`src/rtl/suma_bcd_converter.sv`:
```
// suma_bcd_converter: iterative double-dabble conversion of the adder result {cout, suma}
// into packed BCD digits, one bit per cycle, with a one-cycle done pulse.
module suma_bcd_converter #(
    parameter int Width  = 4,
    parameter int DIGITS = 2
) (
    input  logic                clk,
    input  logic                rst_n,
    input  logic                start,
    input  logic                cout,
    input  logic [Width-1:0]    suma,
    output logic                busy,
    output logic                done,
    output logic [4*DIGITS-1:0] bcd,
    output logic                overflow
);
    localparam int CW = $clog2(Width + 2);

    function automatic logic [63:0] pow10(input int n);
        logic [63:0] p;
        p = 64'd1;
        for (int i = 0; i < n; i++) p = p * 64'd10;
        return p;
    endfunction

    localparam logic [63:0] MAX_VAL = pow10(DIGITS) - 64'd1;

    typedef enum logic [1:0] {IDLE, SHIFT, DONE} state_t;

    state_t              state;
    logic [Width:0]      bin;
    logic [Width:0]      value;
    logic [4*DIGITS-1:0] scratch;
    logic [4*DIGITS-1:0] adj;
    logic [4*DIGITS-1:0] next_scratch;
    logic [CW-1:0]       cnt;
    logic                ovf_pend;

    assign value = {cout, suma};

    // Digits carried past the top nibble are dropped, leaving value mod 10^DIGITS.
    always_comb begin
        adj = scratch;
        for (int i = 0; i < DIGITS; i++)
            adj[4*i +: 4] = (scratch[4*i +: 4] >= 4'd5) ? scratch[4*i +: 4] + 4'd3 : scratch[4*i +: 4];
        next_scratch = {adj[4*DIGITS-2:0], bin[Width]};
    end

    always_ff @(posedge clk or negedge rst_n) begin
        if (!rst_n) begin
            state    <= IDLE;
            bin      <= '0;
            scratch  <= '0;
            cnt      <= '0;
            ovf_pend <= 1'b0;
            busy     <= 1'b0;
            done     <= 1'b0;
            bcd      <= '0;
            overflow <= 1'b0;
        end else begin
            case (state)
                IDLE: begin
                    done <= 1'b0;
                    if (start) begin
                        bin      <= value;
                        scratch  <= '0;
                        cnt      <= CW'(Width + 1);
                        ovf_pend <= 64'(value) > MAX_VAL;
                        busy     <= 1'b1;
                        state    <= SHIFT;
                    end
                end
                SHIFT: begin
                    scratch <= next_scratch;
                    bin     <= bin << 1;
                    cnt     <= cnt - CW'(1);
                    if (cnt == CW'(1)) begin
                        bcd      <= next_scratch;
                        overflow <= ovf_pend;
                        done     <= 1'b1;
                        state    <= DONE;
                    end
                end
                DONE: begin
                    done  <= 1'b0;
                    busy  <= 1'b0;
                    state <= IDLE;
                end
                default: state <= IDLE;
            endcase
        end
    end
endmodule
```
`config.mk`:
```
export PLATFORM = sky130hd
export DESIGN_NAME = suma_bcd_converter
export DESIGN_NICKNAME = d
export VERILOG_FILES = /design/src/rtl/suma_bcd_converter.sv
export SDC_FILE = /design/constraint.sdc
export NUM_CORES = 1
export LEC_CHECK = 0
export CAP_MARGIN = 0
export CELL_PAD_IN_SITES_DETAIL_PLACEMENT = 1
export CELL_PAD_IN_SITES_GLOBAL_PLACEMENT = 1
export CORE_ASPECT_RATIO = 0.75
export CORE_UTILIZATION = 44
export CTS_CLUSTER_DIAMETER = 80
export DETAILED_ROUTE_END_ITERATION = 7
export PLACE_DENSITY = 0.83
export SETUP_SLACK_MARGIN = 0.3
export SLEW_MARGIN = 20
export SYNTH_ARGS = -nofsm -noshare
export SYNTH_HDL_FRONTEND = slang
export SYNTH_SLANG_ARGS = --single-unit
export TNS_END_PERCENT = 1
```
`constraint.sdc`:
```
create_clock -name clk -period 3.02 [get_ports clk]
set_input_delay 0.302 -clock clk [delete_from_list [all_inputs] [get_ports clk]]
set_output_delay 0.302 -clock clk [all_outputs]
set_load 0.01 [all_outputs]
```
==> metrics.md <==
| Metric | Value |
|---|---|
| Status | complete, no violations |
| Minimum clock period | 1.701 ns |
| First-pass GRT wire length | 5168 um |
| Routability cong. | 0.7807 |
| Most frequent cells in the layout | dfrtp_1 (28), nand2_1 (22), o21ai_0 (17), clkdlybuf4s50_1 (17), a21oi_1 (10) |
| Fin. max-slew vios | 0 |
| Endpoints failing hold | 0 |
| Crit path largest cell delay | 0.43 ns |
| Die H | 50.33 um |
| CTS sink cnt | 28 |
| Library cells used by synthesis | 29 |
| Dpl ws | 1.251 ns |
| CP Cell Sequence | inv_1 > ha_1 > nand2b_1 > a21oi_1 > mux2_2 > o21ai_1 |
| Required @ worst endpoint | 3.22 ns |
| Cell Pwr Density | 1041 nW/um^2 |
| Setup Buffers After CTS | 0 |
| Final WL | 2894 um |
| Num rows | 17 |
| Drt wl/cell | 15.31 um |
| Clk_lat worst skew | 0.27 ns |
| Final WS setup | 1.319 ns |
| Total global routing track utilization | 20.72% |
| Vias in the first global route | 1086 |
| Vias per cell | 5.233 |
| Via Count | 989 |
| Post-Synthesis Cells | 135 |
| Slowest cell on crit path | dfrtp_1 |
| Setup TNS | 0 ns |
| Residual DRC | 0 |
| Uppermost layer routed | met4 |
| Largest net degree at the start of global routing | 29 |
| CTS Hold Bufs | 0 |
| Avg Synthesized Cell Area | 10.15 sq um |
| Routed wl met3 | 74 um |
| Slew of the pin with the lowest slew margin | 0.6007 ns |
| Nets | 166 |
| Global route total overflow | 0 |
| Starting Density | 46.34% |
| Seq cells post-synth | 28 |
| Root Buffer Master | clkbuf_8 |
| Max-slew headroom | 59.93% |
| H-tree levels | 1 |
| Post-route cell area | 1594 sq um |
| DP HPWL | 2157 um |
| Core ar. | 2957 sq um |
| Layout cells sized above 1 | 11.26% |
| Initial antenna violation count | 0 |
| CP Capture Type | register |
| Max clock buf depth | 2 |
| Port bufs | 17 |
| Tightest Hold Check Type | in -> async |
| Total power | 1.660 mW |
| Cell Area, Synth | 1370 sq um |
| Full die area | 3343 sq um |
| CTS tree | done |
| Final period utilization | 56.31% |
| Peak VDD IR | 0.6098 mV |
| Ant diodes | 0 |
| Final setup vio count | 0 |
| Maximum clock frequency | 0.5880 GHz |
| Syn Nets | 149 |
| CP arrival | 1.90 ns |
| RSZ-0062 raised after global routing | false |
| Io pins | 19 |
| Min Hold Slack | 0.4035 ns |
| Routed Antenna Nets | 0 |
| Wire length on met2 | 1480 um |
| PostCTS Resize Cnt | 0 |
| Die Wd | 66.44 um |
| Sequential share of the synthesized area | 51.14% |
| Leak | 0.7172 nW |
| Fin Clk Skew | 0.001665 ns |
| Most common cell after layout, fill and taps aside | dfrtp_1 |
| Worst Setup Path Type | reg -> reg |
| Worst-path fanout max | 4 |
| DRT iter0 DRCs | 68 |
| CTS Buf Count | 3 |
| Wl on met1 | 1331 um |
| Number of max-cap violations | 0 |
| Worst-path clk slew | 0.09 ns |
| Crit start category | register |
| Synth warn | 0 |
| P&R area growth vs syn | 16.35% |
| Cell area after placement | 1539 sq um |
| First-pass DRT Iterations | 4 |
## metrics by stage
stage                     std cells  util [%]
after floorplan                 135         -
after global placement          185     52.05
after detailed placement        185     52.05
after CTS                       189     53.91
after global routing            189     53.91
final                           189     53.91
## cell families (layout without fill, tap and decap cells)
group | after synthesis | after routing | synth area share (%)
buf+inv | 14 | 30 | 6.392
other cells | 1 | 1 | 0.2737
compound gates | 39 | 39 | 16.35
fa+ha+maj | 6 | 6 | 5.479
simple gates | 41 | 41 | 15.98
mux | 4 | 4 | 3.105
flops | 28 | 28 | 51.14
xor+xnor | 2 | 2 | 1.279
## per-layer routing
layer | GRT usage (%) | up-vias
met3 | 4.773 | 2
met5 | 0 | -
met1 | 26.67 | 496
met2 | 36.05 | 9
li1 | - | 482
met4 | 3.191 | 0
## flip-flops by register name (all words and copies together) (netlist names)
register,flops
bcd,8
scratch,8
bin,5
cnt,3
state,2
busy,1
done,1
## worst paths after layout
check / from / to / slack, ns / depth (start not counted)
worst min-delay path: rst_n / bin[0]$_DFFE_PN0P_ / 0.40 / 2
worst max register to register: scratch[0]$_DFFE_PN0P_ / scratch[2]$_DFFE_PN0P_ / 1.32 / 6
max in group asynchronous: rst_n / bin[2]$_DFFE_PN0P_ / 2.34 / 2
min in group clk: bcd[4]$_DFFE_PN0P_ / bcd[4]$_DFFE_PN0P_ / 0.49 / 2
worst max-delay path: scratch[0]$_DFFE_PN0P_ / scratch[2]$_DFFE_PN0P_ / 1.32 / 6
worst min register to register: bcd[4]$_DFFE_PN0P_ / bcd[4]$_DFFE_PN0P_ / 0.49 / 2
## power breakdown
part	switching (mW)	internal [mW]	leakage (nW)	total [mW]
sequential	0.142	0.537	0.350	0.678
combinational	0.401	0.350	0.338	0.751
clock	0.114	0.117	0.0288	0.231
## synthesized netlist by cell type
master	instances	area, sq um
dfrtp_1	28	700.7
nand2_1	22	82.58
o21ai_0	17	85.08
a21oi_1	10	50.05
inv_1	7	26.28
ha_1	6	75.07
nor2b_1	6	37.54
buf_4	3	22.52
buf_6	3	33.78
nand2b_1	3	18.77
o21ai_1	3	15.01
o21ai_2	3	26.28
a22oi_1	2	15.01
a31oi_1	2	12.51
mux2_2	2	22.52
mux2i_1	2	20.02
nor2_1	2	7.510
or3b_2	2	17.52
xnor2_1	2	17.52
a22o_1	1	8.760
clkinv_2	1	5.000
conb_1	1	3.750
nand2_4	1	11.26
nand3b_1	1	7.510
nor2b_4	1	13.76
nor3_1	1	5.000
nor3_2	1	10.01
nor3b_1	1	7.510
o21bai_2	1	11.26
## final cells by class
type                    instances  area [sq um]
multi-input cells              93         581.8
flip-flops and latches         28         700.7
fillers                       335          1363
well taps                      38         47.55
inverters                       8         31.28
clock buffers                   4         55.05
repair buffers                 18         177.7
## worst max-delay path, delay by kind of cell, from the launching register on
family	cells	cell delay (ns)
AO/OA/AOI/OAI	2	0.37
adder cells (fa/ha/maj)	1	0.24
buffers and inverters	1	0.11
flip-flops	1	0.43
multiplexers	1	0.39
AND/OR/NAND/NOR	1	0.09
No activity file was read; power rests on OpenSTA's default activity.
